==> src/rtl/gol_pkg.sv <==
// Shared Game-of-Life constants and the board serializer state encoding.
// Imported by the update engine, the serializer and the display driver.
package gol_pkg;

  localparam int unsigned BOARD_ROWS = 16;
  localparam int unsigned BOARD_COLS = 16;
  localparam int unsigned BOARD_BITS = BOARD_ROWS * BOARD_COLS;
  localparam int unsigned ROW_IDX_W  = 4;

  // Serializer state encoding
  typedef enum logic [1:0] {
    IDLE = 2'd0,
    SEND = 2'd1,
    GAP  = 2'd2
  } ser_state_e;

endpackage

==> src/rtl/gol_board_serializer_if.sv <==
// Board-in / row-out handshake bundle for gol_board_serializer.
//   board_in/board_valid/board_ready : snapshot capture handshake
//   row_data/row_idx/row_last/row_valid/row_ready : row stream handshake
// master = serializer side, slave = producer/consumer environment side.
interface gol_board_serializer_if
  import gol_pkg::*;
#(
  parameter int unsigned ROWS = BOARD_ROWS,
  parameter int unsigned COLS = BOARD_COLS
);

  localparam int unsigned IDX_W = (ROWS > 1) ? $clog2(ROWS) : 1;

  logic [ROWS*COLS-1:0] board_in;
  logic                 board_valid;
  logic                 board_ready;
  logic [COLS-1:0]      row_data;
  logic [IDX_W-1:0]     row_idx;
  logic                 row_last;
  logic                 row_valid;
  logic                 row_ready;

  modport master (
    input  board_in, board_valid, row_ready,
    output board_ready, row_data, row_idx, row_last, row_valid
  );

  modport slave (
    output board_in, board_valid, row_ready,
    input  board_ready, row_data, row_idx, row_last, row_valid
  );

endinterface

==> src/rtl/gol_board_serializer.sv <==
// Captures one Game-of-Life board snapshot and streams it out one row per beat,
// with an optional idle gap after every row beat except the last.
// Ports:
//   clk, reset   : clock, asynchronous active-high reset
//   bus (master) : snapshot capture handshake and row stream handshake
//   busy         : high while a frame is being streamed (SEND or GAP)
//   frame_count  : completed frames, wrapping
module gol_board_serializer
  import gol_pkg::*;
#(
  parameter int unsigned ROWS       = BOARD_ROWS,
  parameter int unsigned COLS       = BOARD_COLS,
  parameter int unsigned GAP_CYCLES = 0,
  parameter int unsigned FCNT_W     = 16
)(
  input  logic                  clk,
  input  logic                  reset,
  gol_board_serializer_if.master bus,
  output logic                  busy,
  output logic [FCNT_W-1:0]     frame_count
);

  localparam int unsigned IDX_W = (ROWS > 1) ? $clog2(ROWS) : 1;
  localparam int unsigned GAP_W = 8;
  localparam logic [IDX_W-1:0] LAST_IDX = IDX_W'(ROWS - 1);

  ser_state_e           state;
  logic [ROWS*COLS-1:0] shadow;
  logic [GAP_W-1:0]     gap_cnt;
  logic                 board_ready_q;
  logic                 row_valid_q;
  logic                 row_last_q;
  logic [IDX_W-1:0]     row_idx_q;
  logic [COLS-1:0]      row_data_q;

  logic                 beat;
  logic [IDX_W-1:0]     idx_inc;
  logic [COLS-1:0]      next_row;

  // Row mux looks one row ahead so row_data can stay registered
  assign beat     = row_valid_q & bus.row_ready;
  assign idx_inc  = row_idx_q + IDX_W'(1);
  assign next_row = COLS'(shadow >> (32'(idx_inc) * COLS));

  assign bus.board_ready = board_ready_q;
  assign bus.row_valid   = row_valid_q;
  assign bus.row_last    = row_last_q;
  assign bus.row_idx     = row_idx_q;
  assign bus.row_data    = row_data_q;

  // Serializer FSM with all outputs registered
  always_ff @(posedge clk or posedge reset) begin
    if (reset) begin
      state         <= IDLE;
      shadow        <= '0;
      gap_cnt       <= '0;
      board_ready_q <= 1'b0;
      row_valid_q   <= 1'b0;
      row_last_q    <= 1'b0;
      row_idx_q     <= '0;
      row_data_q    <= '0;
      busy          <= 1'b0;
      frame_count   <= '0;
    end else begin
      case (state)
        IDLE: begin
          if (bus.board_valid && board_ready_q) begin
            // board_in is sampled only here; later changes cannot reach this frame
            shadow        <= bus.board_in;
            row_idx_q     <= '0;
            row_data_q    <= bus.board_in[COLS-1:0];
            row_last_q    <= 1'b0;
            row_valid_q   <= 1'b1;
            board_ready_q <= 1'b0;
            busy          <= 1'b1;
            state         <= SEND;
          end else begin
            board_ready_q <= 1'b1;
            row_valid_q   <= 1'b0;
            busy          <= 1'b0;
          end
        end

        SEND: begin
          if (beat) begin
            if (row_idx_q == LAST_IDX) begin
              frame_count   <= frame_count + FCNT_W'(1);
              row_idx_q     <= '0;
              row_data_q    <= shadow[COLS-1:0];
              row_last_q    <= 1'b0;
              row_valid_q   <= 1'b0;
              board_ready_q <= 1'b1;
              busy          <= 1'b0;
              state         <= IDLE;
            end else if (GAP_CYCLES == 0) begin
              row_idx_q  <= idx_inc;
              row_data_q <= next_row;
              row_last_q <= (idx_inc == LAST_IDX);
            end else begin
              gap_cnt     <= GAP_W'(GAP_CYCLES - 1);
              row_valid_q <= 1'b0;
              state       <= GAP;
            end
          end
        end

        GAP: begin
          // Blanking: row_idx holds the just-sent row until the gap expires
          if (gap_cnt == '0) begin
            row_idx_q   <= idx_inc;
            row_data_q  <= next_row;
            row_last_q  <= (idx_inc == LAST_IDX);
            row_valid_q <= 1'b1;
            state       <= SEND;
          end else begin
            gap_cnt <= gap_cnt - GAP_W'(1);
          end
        end

        default: begin
          state         <= IDLE;
          row_valid_q   <= 1'b0;
          board_ready_q <= 1'b0;
          busy          <= 1'b0;
        end
      endcase
    end
  end

endmodule

==> src/flat_wrapper.sv <==
// flat-port wrapper written by rule: the top's interface ports become plain ports
module gol_board_serializer_flat import gol_pkg::*;
#(
  parameter int unsigned ROWS       = BOARD_ROWS,
  parameter int unsigned COLS       = BOARD_COLS,
  parameter int unsigned GAP_CYCLES = 0,
  parameter int unsigned FCNT_W     = 16
)
  (clk, reset, busy, frame_count, bus_board_in, bus_board_valid, bus_row_ready, bus_board_ready, bus_row_data, bus_row_idx, bus_row_last, bus_row_valid);
  gol_board_serializer_if #(.ROWS(ROWS), .COLS(COLS)) bus_i ();
  input  logic clk;
  input  logic reset;
  output logic busy;
  output logic [FCNT_W-1:0] frame_count;
  input wire logic [$bits(bus_i.board_in)-1:0] bus_board_in;
  input wire logic [$bits(bus_i.board_valid)-1:0] bus_board_valid;
  input wire logic [$bits(bus_i.row_ready)-1:0] bus_row_ready;
  output wire logic [$bits(bus_i.board_ready)-1:0] bus_board_ready;
  output wire logic [$bits(bus_i.row_data)-1:0] bus_row_data;
  output wire logic [$bits(bus_i.row_idx)-1:0] bus_row_idx;
  output wire logic [$bits(bus_i.row_last)-1:0] bus_row_last;
  output wire logic [$bits(bus_i.row_valid)-1:0] bus_row_valid;
  assign bus_i.board_in = bus_board_in;
  assign bus_i.board_valid = bus_board_valid;
  assign bus_i.row_ready = bus_row_ready;
  assign bus_board_ready = bus_i.board_ready;
  assign bus_row_data = bus_i.row_data;
  assign bus_row_idx = bus_i.row_idx;
  assign bus_row_last = bus_i.row_last;
  assign bus_row_valid = bus_i.row_valid;
  gol_board_serializer #(.ROWS(ROWS), .COLS(COLS), .GAP_CYCLES(GAP_CYCLES), .FCNT_W(FCNT_W)) u_core (.clk(clk), .reset(reset), .bus(bus_i), .busy(busy), .frame_count(frame_count));
endmodule
==> config.mk <==
export PLATFORM = sky130hd
export DESIGN_NAME = gol_board_serializer_flat
export DESIGN_NICKNAME = d
export VERILOG_FILES = /design/src/rtl/gol_pkg.sv /design/src/rtl/gol_board_serializer_if.sv /design/src/rtl/gol_board_serializer.sv /design/src/flat_wrapper.sv
export SDC_FILE = /design/constraint.sdc
export NUM_CORES = 1
export LEC_CHECK = 0
export ABC_AREA = 1
export CORE_ASPECT_RATIO = 1.5
export CORE_UTILIZATION = 50
export CTS_BUF_LIST = sky130_fd_sc_hd__clkbuf_8
export DETAILED_ROUTE_END_ITERATION = 8
export PLACE_DENSITY = 0.79
export SETUP_SLACK_MARGIN = 0.05
export SYNTH_ARGS = -nofsm -noshare
export SYNTH_HDL_FRONTEND = slang
export SYNTH_SLANG_ARGS = --single-unit
==> constraint.sdc <==
create_clock -name clk -period 15.05 [get_ports clk]
set_input_delay 3.01 -clock clk [delete_from_list [all_inputs] [get_ports clk]]
set_output_delay 3.01 -clock clk [all_outputs]
set_load 0.05 [all_outputs]
# Yosys cells after proc, flatten, opt, wreduce, memory -nomap -nowiden
# Index checks and enable logic that the tools add are counted.
# Widths: inputs -> output; s select.
# totals
reg_bits,306
wordCells,66
inputBits,260
# op_classes
mux,30
n_bitwise,3
reduce_logical,11
n_eq_ne,8
addsub,3
n_shift,1
# ops
operator,n
$shr 256x8->16,1
$mux 16,4
$pmux 16 s3,1
$add 16x1->16 const B,1
$mux 4,4
$pmux 1 s3,4
$pmux 4 s3,1
$mux 1,11
$reduce_and 3->1,3
$eq 4x4->1 const B,2
$logic_not 8->1,1
$mux 2,4
$ne 2x1->1 const B,4
$reduce_and 4->1,2
$sub 8x1->8 const B,1
$pmux 2 s3,1
$add 4x1->4 const B,1
$reduce_and 2->1,2
$reduce_bool 3->1,1
$eq 2x1->1 const B,1
$eq 2x2->1 const B,1
$logic_not 2->1,1
$not 1->1,2
$and 1x1->1,1
$logic_and 1x1->1,1

# Logic depth before layout (Yosys ltp)
# Gate-level depths: netlist (run 1).
# depth
depth_word,5
depth_mapped,14
mapped_depth_nobuf,10

# Worst setup path after synthesis (run 1)
# Ideal clock, no wire load.
# synth_path
path_type,input -> register
startpoint,input port bus_row_ready
endpoint,register u_core.frame_count[13]
n_path_buf,0
required_time_ns,14.909
arrival_ns,4.013
setup_slack_ns,10.896
setup_ns,0.141
path_stages,8
path_cell_list,nand3_1 -> nor2_8 -> inv_1 -> nor2_1 -> nand2_1 -> nor2_1 -> nand3_1 -> xnor2_1
# synth_between
elab_chain_cells,2
# synth_rtl
item,line_no,source
from (decl),flat_wrapper.sv:17,input wire logic [$bits(bus_i.row_ready)-1:0] bus_row_ready;
$and 1x1->1,gol_board_serializer.sv:41,assign beat = row_valid_q & bus.row_ready;
$reduce_and 3->1 (no line),-,
to (signal assigned),gol_board_serializer.sv:87,frame_count <= frame_count + FCNT_W'(1);
to (decl),gol_board_serializer.sv:20,output logic [FCNT_W-1:0] frame_count
# Every way passes these cells.
# A chain may end at the register's enable or synchronous reset.

# Worst setup path after layout (run 1)
# layout_path
startpoint,input port bus_board_valid
endpoint,register u_core.shadow[113]
# layout_between
elab_chain_cells,2
# layout_rtl
item,line_no,source
from (decl),flat_wrapper.sv:16,input wire logic [$bits(bus_i.board_valid)-1:0] bus_board_valid;
$logic_and 1x1->1,gol_board_serializer.sv:67,if (bus.board_valid && board_ready_q) begin
$reduce_and 2->1 (no line),-,
to (signal assigned),gol_board_serializer.sv:69,shadow <= bus.board_in;
to (decl),gol_board_serializer.sv:28,logic [ROWS*COLS-1:0] shadow;
# Every way passes these cells.

==> impl_results.md, run 1 <==
* Run status: completed
* YS warnings at 0
* Initial DRC count at 1104
* Reg2reg path depth at 11
* RSZ-0062 raised after global routing: false
* Syn Area/Cell at 7.54 um2
* # IOs at 300
* Delay-heaviest family, CP: buffers and inverters
* Hold Buf Count CTS at 0
* Post-CTS Resized at 0
* Syn_nets at ~2100
* Clock Pin Slew Worst Setup and Hold Paths at 0.06 ns
* Clock Sink Count at 296
* DRC at 0
* Final Cycle Share at between 30% and 40%
* Final Setup Violations at 0
* Worst slew pin tran at 1.23 ns
* Critical path required time at roughly 15 ns
* Met3 Wirelength at 2670 um
* Synth cell types at 23
* Max Buffers Root-to-Sink at 3
* Worst Setup Start Kind: primary input
* Cell taking the most area after synthesis: dfrtp_1
* Chip Height at 208 um
* CORE AREA at 28000 um2
* Ratio of cells with drive above 1 in the final layout at 3.91%
* Gr ovfl total at 0
* Root Driver: clkbuf_8
* Nets at 2385
* Post-DP HPWL at 29200 um
* Seq/Total Area, Yosys at 52.3%
* Most frequent CP cell: buf_4
* CP Data Arrival Time at 6.39 ns
* IO buf count at 299
* Max Cap Viol at 0
* Layout area overhead at 27.7%
* Starting Density at between 50% and 60%
* Clk_lat worst skew at 0.58 ns
* CTS tree: yes
* Vias in the first global route at 12900
* Vias at between 10000 and 15000
* Largest cells by area after synthesis: dfrtp_1 (52%), nand2_1 (16%), o21ai_0 (8.0%), nand3_1 (7.6%), inv_1 (6.1%)
* First-pass GRT wire length at 67000 um
* Slew headroom at 18.3%
* FF+latch count, synth at approximately 300
* Design area at 18100 um2
* Tmin final at 5.97 ns
* Die area at approximately 29000 um2
* Routed length on met2 at 21000 um
* Number of cells on the critical path at 7
* Pwr Total at 3.71 mW
* Vias/cell at 5.24
* Endpoints failing hold at 0
* Synth top area share at between 50% and 60%
* H-tree lvl count at 2
* Post-CTS setup buffer count at 0
* Hold Crit Class: reg2reg
* Initial antenna violation count at 2
* Routed WL per cell at 17.1 um
* Num CTS Buffers at 45
* First drt pass iteration count at 7
* Slew Limit Fails at 0
* VDD IR-drop max at 0.158 mV
* Most common cell after layout, fill and taps aside: nand2_1
* Top routing layer in use: met4
* Placed inst area at 17300 um2
* Clk_skew at 0.0186 ns
* Kind of critical path: in2reg
* Final ANT Viol Nets at 0
* Die width at 139 um
* CP peak stage delay at 0.79 ns
* Mapped Area at 14200 um2
* Most frequent cells in the layout: nand2_1 (618), clkdlybuf4s50_1 (299), dfrtp_1 (295)
* Largest net degree at the start of global routing at around 190
* Mapped Cells at 1880
* CP max-delay cell: buf_4
* Leak at 8.60 nW
* Total track usage at 29.8%
* Worst-path cell chain: clkdlybuf4s50_1 -> nand3_1 -> buf_4 -> inv_8 -> buf_4 -> buf_4 -> o21ai_0
* Met1 WL at roughly 17000 um
* Critical path peak fanout at 177
* Hold Path Stages at 2
* Gpl congestion at 0.907
* Setup TNS at 0 ns
* Routed wire length at 42700 um
* Max Clock Freq at ~0.17 GHz
* # rows at between 70 and 80
* Pwr/cell area at 205 nW/um2
* Crit. End Element: flop
* Worst path bufs/invs at 5
-- stage by stage --
| stage | cells | hold WS [ns] | util (%) | worst slack [ns] |
|---|---|---|---|---|
| final | 2498 | 0.480 | 64.7 | 9.08 |
| after global placement | 2421 | 0.463 | 61.7 | 8.66 |
| after global routing | 2498 | 0.501 | 64.7 | 8.76 |
| after floorplan | 1880 | 0.449 | - | 3.86 |
| after CTS | 2496 | 0.483 | 64.7 | 9.17 |
| after detailed placement | 2421 | 0.466 | 61.7 | 8.55 |
-- cell usage after synthesis --
cell      instances
a21oi_1          52
buf_1             9
buf_2            26
buf_4             3
clkbuf_1         77
clkbuf_2          1
clkinv_1          2
dfrtp_1         296
ha_1              3
inv_1           229
inv_2             4
nand2_1         618
nand3_1         214
nand3_4           1
nand4_1           4
nor2_1           94
nor2_8            1
o21a_1            1
o21ai_0         228
o22ai_1           1
xnor2_1           9
xor2_1            6
xor2_2            1
-- power breakdown --
part	internal, mW	leakage [nW]	switching [mW]
clock	0.326	0.491	0.313
combinational	0.575	4.55	1.16
sequential	1.17	3.55	0.164
total	2.07	8.60	1.64
-- final cells by class --
type | count | area, um2
fillers | 2413 | 9860
flip-flops and latches | 296 | 7410
multi-input cells | 1233 | 5420
repair buffers | 311 | 3100
inverters | 235 | 898
clock buffers | 51 | 702
well taps | 346 | 433
clock inverters | 24 | 135
diodes | 2 | 5.00
-- registers in the layout (all words and copies together), names as in the netlist --
| signal | flops |
|---|---|
| u_core.bus.row_idx | 4 |
| u_core.state | 1 |
| u_core.bus.row_data | 16 |
| u_core.bus.board_ready | 1 |
| u_core.bus.row_last | 1 |
| u_core.shadow | 256 |
| u_core.bus.row_valid | 1 |
| u_core.frame_count | 16 |
-- worst reg2reg max path: cells and delay by family (launching register included) --
kind / cells / cell delay [ns]
and+or+nand+nor: 5 / 0.75
AOI/OAI and AO/OA: 1 / 0.14
buffers and inverters: 4 / 1.91
DFF: 1 / 0.75
adders and majority gates: 1 / 0.47
-- final timing paths --
kind | from | endpoint | slack, ns
max | bus_board_valid | u_core.shadow[113] | 9.08
min | u_core.shadow[49] | u_core.shadow[49] | 0.48
max reg2reg | u_core.bus.row_idx[0] | u_core.bus.row_data[13] | 10.96
min reg2reg | u_core.shadow[49] | u_core.shadow[49] | 0.48
max in group asynchronous | reset | u_core.shadow[32] | 10.62
min in group asynchronous | reset | u_core.shadow[146] | 2.90
-- kinds of logic (layout without fill, tap and decap cells) --
family,Yosys count,after routing,share of synthesized area (%)
compound gates,282,282,9.98
xor+xnor,16,16,1.04
fa+ha+maj,3,3,0.265
buf+inv,351,621,9.61
flops,296,296,52.3
other cells,0,2,0
simple gates,932,932,26.8
-- per-layer routing --
metal	GRT usage [%]	vias to the layer above
li1	-	6330
met1	36.1	6109
met2	49.9	525
met3	4.53	122
met4	18.2	0
met5	0	-
Note: power is estimated with default switching activity, not from simulation.
==> inputs of run 2 (changes only) <==
Clock period 15.05 ns to 5.79 ns, I/O delays scaled along.
==> impl_results.md, run 2 (synthesized netlist as in run 1, its figures left out) <==
* Endpoints failing hold at 0 (unchanged)
* Worst path bufs/invs at 3 (-2)
* CP max-delay cell: dfrtp_4
* Crit. End Element: flop
* Reg2Reg Setup Slack at 1.78 ns (-9.18 ns)
* Comb power frac at 46.4% (-0.4 points)
* Post-CTS setup buffer count at 0 (unchanged)
* Fill count at 2470 (+2.4%)
* Worst Setup Start Kind: flop
* Leak at 8.62 nW (+0.23%)
* Critical R2R Launch: u_core.bus.row_idx[0]
* CP peak stage delay at 1.05 ns (+0.26 ns)
* Die width at 139 um (unchanged)
* Pwr/cell area at 534 nW/um2 (+160%)
* IO buf count at 299 (unchanged)
* Sw frac at 44.3% (+0.15 points)
* Starting Density at 50.7% (unchanged)
* Kind of critical path: reg2reg
* Clock Pin Slew Worst Setup and Hold Paths at 0.07 ns (about the same)
* Clock power share at 17.5% (+0.3 points)
* Post-DP HPWL at 31400 um (+7.4%)
* Gpl congestion at 0.893 (-1.5%)
* Most common cell after layout, fill and taps aside: nand2_1
* Total track usage at 31.5% (+1.7 points)
* Hold Buf Count CTS at 0 (unchanged)
* VDD IR-drop max at 0.308 mV (+96%)
* Initial DRC count at 1308 (+18%)
* Most flops, register: u_core.shadow
* Most frequent cells in the layout: nand2_1 (618), clkdlybuf4s50_1 (299), dfrtp_1 (295)
* Internal at 5.41 mW (+160%)
* Delay-heaviest family, CP: buffers and inverters
* Hold EP: u_core.shadow[62]
* RSZ-0062 raised after global routing: false
* Clk_skew at 0.0350 ns (+0.0163 ns)
* # rows at 75 (unchanged)
* Worst slew pin tran at 1.17 ns (-0.0501 ns)
* CORE AREA at 28000 um2 (unchanged)
* # IOs at 300 (unchanged)
* H-tree lvl count at 2 (unchanged)
* Critical path required time at 6.26 ns (-9.20 ns)
* Worst-path cell chain: clkinv_2 -> ha_2 -> buf_4 -> inv_2 -> nand3_1 -> nand3_1 -> nand3_1 -> nand3_1 -> nand2_1 -> a21oi_1
* Root Driver: clkbuf_8
* Hold Crit Class: reg2reg
* First-pass GRT wire length at 70200 um (+4.8%)
* Slew headroom at 21.6% (+3.2 points)
* Post-CTS Resized at 0 (unchanged)
* Reg power frac at 36.1% (about the same)
* Slew Limit Fails at 0 (unchanged)
* Largest net degree at the start of global routing at 212 (+13%)
* Reg2reg path depth at 10 (-1)
* Vias/cell at 5.29 (+0.99%)
* Critical path peak fanout at 88 (-50%)
* Sequential cell area at 7410 um2 (unchanged)
* Nets at 2387 (+0.084%)
* Fin cells at 2505 (+0.28%)
* First drt pass iteration count at 7 (unchanged)
* Final Setup Violations at 0 (unchanged)
* WHS at 0.477 ns (-0.00340 ns)
* Switch Pwr at 4.31 mW (+160%)
* Clk_lat worst skew at 0.59 ns (about the same)
* CP Data Arrival Time at 4.49 ns (-1.90 ns)
* Vias at 13300 (+1.3%)
* Setup TNS at 0 ns (unchanged)
* Ratio of cells with drive above 1 in the final layout at 4.22% (+0.32 points)
* Vias in the first global route at 13300 (+2.9%)
* Final Cycle Share at approximately 70%
* Routed wire length at 44900 um (+5.1%)
* Min-delay src: u_core.shadow[62]
* Max Clock Freq at between 0.2 and 0.25 GHz
* Die area at 29000 um2 (unchanged)
* Hold Path Stages at 2 (unchanged)
* Largest register FFs at 256 (unchanged)
* Num CTS Buffers at 45 (unchanged)
* Run status: completed
* Max Cap Viol at 0 (unchanged)
* Number of cells on the critical path at 10 (+3)
* Final ANT Viol Nets at 0 (unchanged)
* Worst R2R End: u_core.bus.row_data[2]
* Gr ovfl total at 0 (unchanged)
* Layout area overhead at 28.3%
* DRC at 0 (unchanged)
* Multi-input logic area at 5420 um2 (unchanged)
* Most frequent CP cell: nand3_1
* Chip Height at 208 um (unchanged)
* Routed WL per cell at 17.9 um (+4.8%)
* Max Buffers Root-to-Sink at 3 (unchanged)
* Cells after DPL at 2423 (+0.083%)
* Clock Sink Count at 296 (unchanged)
* CTS tree: yes
* Initial antenna violation count at 5 (+3)
* Tmin final at roughly 4 ns
-- run 2: cell count changes in the layout (fill, tap and decap cells not counted), sizes merged --
cell / delta
buf: +2
bufinv: -1
clkbuf: +6
clkinv: +1
clkinvlp: +2
diode: +3
inv: -6
-- run 2: worst reg2reg max path: cells and delay by family, from the launching register on --
kind            cells  cell delay, ns
fa+ha+maj           1            0.36
simple gates        5            0.93
buf+inv             3            1.54
flops               1            1.05
compound gates      1            0.05
-- run 2: metrics by stage --
stage          total power, mW  utilization, %  setup slack (ns)  instance area, um2
5_1_grt                   10.4            65.0              1.66               18200
2_1_floorplan             6.45               -             0.701               14200
3_5_place_dp              7.95            61.9              1.90               17300
4_1_cts                   9.68            65.0              1.90               18200
3_3_place_gp              7.84            61.9              1.95               17300
6_report                  9.72            65.0              1.78               18200
-- run 2: how the worst max path moves through the flow --
stage / slack (ns) / endpoint / start
3_3_place_gp: 1.95 / u_core.bus.row_data[0] / u_core.bus.row_idx[0]
6_report: 1.78 / u_core.bus.row_data[2] / u_core.bus.row_idx[0]
2_1_floorplan: 0.70 / u_core.bus.board_ready / reset
5_1_grt: 1.66 / u_core.bus.row_data[2] / u_core.bus.row_idx[0]
3_5_place_dp: 1.90 / u_core.bus.row_data[0] / u_core.bus.row_idx[0]
4_1_cts: 1.90 / u_core.bus.row_data[0] / u_core.bus.row_idx[0]
-- run 2: cell type report --
| cell class | count | area share, % |
|---|---|---|
| Sequential cell | 296 | 40.8 |
| Tap cell | 346 | 2.38 |
| Inverter | 235 | 4.92 |
| Clock inverter | 20 | 0.489 |
| Antenna cell | 5 | 0.0688 |
| Timing Repair Buffer | 313 | 17.2 |
| Multi-Input combinational cell | 1233 | 29.8 |
| Clock buffer | 57 | 4.31 |
-- run 2: power by group through the flow --
stage	logic [mW]	registers, mW	clock network (mW)
2_1_floorplan	2.85	3.60	0
3_3_place_gp	4.35	3.49	0
3_5_place_dp	4.43	3.52	0
4_1_cts	4.46	3.49	1.73
5_1_grt	4.98	3.60	1.81
6_report	4.51	3.51	1.70
-- run 2: per-layer routing --
metal  vias up  GRT usage, %  part of all wire [%]
met5         -             0                     0
met4         0          19.3                   6.1
met3       129          5.09                   6.7
met2       618          54.0                    50
met1      6169          36.9                    37
li1       6337             -                     -
==> inputs of run 3 (changes only) <==
Settings changed: CORE_UTILIZATION 50 to 48.
Clock period 5.79 ns to 3.6 ns, I/O delays scaled along.
==> impl_results.md, run 3 (synthesized netlist as in run 1, its figures left out) <==
* Switch Pwr at 7.04 mW (+64%)
* Slew headroom at 40.8% (+19 points)
* # rows at 76 (+1.3%)
* Initial DRC count at 1167 (-11%)
* Critical path required time at 2.88 ns (-3.38 ns)
* First drt pass iteration count at 6 (-1)
* Nets at 2405 (+0.75%)
* Clock Sink Count at 296 (unchanged)
* Num CTS Buffers at 45 (unchanged)
* Most common cell after layout, fill and taps aside: nand2_1
* Clk_skew at 0.0138 ns (-0.0212 ns)
* First-pass GRT wire length at 70100 um (-0.22%)
* Kind of critical path: reg2out
* Reg power frac at 34.8% (-1.3 points)
* Crit. End Element: output pin
* Layout area overhead at 30.8%
* Post-CTS setup buffer count at 0 (unchanged)
* CP Data Arrival Time at 2.17 ns (-2.32 ns)
* Leak at 8.79 nW (+2.0%)
* Starting Density at 49.0% (-1.7 points)
* Max Cap Viol at 0 (unchanged)
* Gr ovfl total at 0 (unchanged)
* Worst path bufs/invs at 1 (-2)
* Critical path peak fanout at 38 (-57%)
* Pwr/cell area at 865 nW/um2 (+62%)
* Run status: completed
* Vias at 13400 (+0.87%)
* CORE AREA at 28900 um2 (+3.4%)
* Gpl congestion at 0.918 (+2.8%)
* CP peak stage delay at 0.92 ns (-0.13 ns)
* Clock power share at 18.5% (+1.0 points)
* Comb power frac at 46.7% (+0.3 points)
* Worst Setup Start Kind: flop
* Final Setup Violations at 0 (unchanged)
* Total track usage at 30.9% (-0.61 points)
* H-tree lvl count at 2 (unchanged)
* Vias/cell at 5.21 (-1.6%)
* Fin cells at 2568 (+2.5%)
* Final ANT Viol Nets at 0 (unchanged)
* Hold Crit Class: reg2reg
* Sw frac at 43.9% (-0.41 points)
* Die width at 142 um (+2.0%)
* CP max-delay cell: clkdlybuf4s50_1
* Die area at 30200 um2 (+4.1%)
* Max Buffers Root-to-Sink at 3 (unchanged)
* Slew Limit Fails at 0 (unchanged)
* Routed wire length at 46200 um (+2.9%)
* Sequential cell area at 7410 um2 (unchanged)
* Chip Height at 212 um (+2.0%)
* Vias in the first global route at 13200 (-0.74%)
* Largest register FFs at 256 (unchanged)
* IO buf count at 299 (unchanged)
* Pwr Total at 16.0 mW (+65%)
* Initial antenna violation count at 3 (-2)
* Post-DP HPWL at 34000 um (+8.3%)
* Root Driver: clkbuf_8
* Max Clock Freq at 0.346 GHz
* CTS tree: yes
* Clock Pin Slew Worst Setup and Hold Paths at 0.07 ns (about the same)
* Worst slew pin tran at 0.887 ns (-0.288 ns)
* Largest net degree at the start of global routing at 152 (-28%)
* DRC at 0 (unchanged)
* Tmin final at 2.89 ns
* Internal at 9.00 mW (+66%)
* Final Cycle Share at 80.2%
* Worst-path cell chain: clkdlybuf4s50_1
* # IOs at 300 (unchanged)
* Clk_lat worst skew at 0.58 ns (about the same)
* RSZ-0062 raised after global routing: false
* Routed WL per cell at 18.0 um (+0.40%)
* Ratio of cells with drive above 1 in the final layout at 5.01% (+0.79 points)
* Fill count at 2529 (+2.4%)
* Post-CTS Resized at 0 (unchanged)
* VDD IR-drop max at 0.626 mV (+100%)
* Delay-heaviest family, CP: buffers and inverters
* Hold Buf Count CTS at 0 (unchanged)
* Most flops, register: u_core.shadow
* Multi-input logic area at 5420 um2 (unchanged)
* Most frequent cells in the layout: nand2_1 (618), clkdlybuf4s50_1 (299), dfrtp_1 (295)
* Cells after DPL at 2485 (+2.6%)
* Endpoints failing hold at 0 (unchanged)
-- run 3: cell types whose count changed in the layout (fill, tap and decap cells not counted), sizes merged --
cell,previous run,this run
inv,244,248
diode,5,3
clkinvlp,3,1
buf,14,32
clkinv,8,6
bufinv,0,3
-- run 3: worst reg2reg max path: stages, from the launching register on --
cell and delay, ns:
dfrtp_4 0.66, inv_2 0.08, ha_2 0.34, buf_4 0.61
nand3_1 0.28, nand3_1 0.16, nand3_1 0.15, nand3_1 0.16
nand2_1 0.06, a21oi_1 0.13
-- run 3: worst paths after layout --
| check | from | endpoint | slack (ns) | cells after the start |
|---|---|---|---|---|
| setup / recovery | u_core.bus.row_idx[0] | bus_row_idx[0] | 0.71 | 1 |
| hold / removal | u_core.shadow[57] | u_core.shadow[57] | 0.48 | 2 |
| setup reg to reg | u_core.bus.row_idx[0] | u_core.bus.row_data[11] | 0.90 | 9 |
| hold reg to reg | u_core.shadow[57] | u_core.shadow[57] | 0.48 | 2 |
| max in group asynchronous | reset | u_core.shadow[30] | 2.04 | 4 |
| min in group asynchronous | reset | u_core.shadow[128] | 0.62 | 2 |
-- run 3: cell type report --
cell class / count / share of cell area [%]
Antenna cell: 3 / 0.0405
Clock buffer: 57 / 4.23
Clock inverter: 23 / 0.918
Inverter: 235 / 4.82
Multi-Input combinational cell: 1233 / 29.3
Sequential cell: 296 / 40.0
Tap cell: 390 / 2.63
Timing Repair Buffer: 331 / 18.1
-- run 3: routing by layer --
metal | up-vias | share of wire [%] | track usage, % | wire length, um
met4 | 0 | 6.6 | 21.0 | 3070
met1 | 6296 | 37 | 35.5 | 17100
met5 | - | 0 | 0 | 0
li1 | 6376 | - | - | -
met3 | 141 | 5.7 | 4.12 | 2640
met2 | 555 | 51 | 53.3 | 23400
-- run 3: power groups by stage --
stage | combinational (mW) | sequential, mW | clock, mW
global placement | 7.34 | 5.56 | 0
CTS | 7.47 | 5.56 | 3.01
detailed placement | 7.42 | 5.61 | 0
floorplan | 4.58 | 5.79 | 0
finish | 7.49 | 5.58 | 2.96
global route | 8.20 | 5.71 | 3.14
-- run 3: stage by stage --
step	worst slack [ns]	utilization (%)	TNS, ns	area [um2]	hold slack [ns]
final	0.712	64.1	0	18500	0.480
after global routing	0.635	64.1	0	18500	0.490
after CTS	0.692	64.1	0	18500	0.484
after detailed placement	0.937	60.8	0	17600	0.465
after global placement	0.938	60.8	0	17600	0.464
after floorplan	-1.05	-	-311.13	14200	0.449
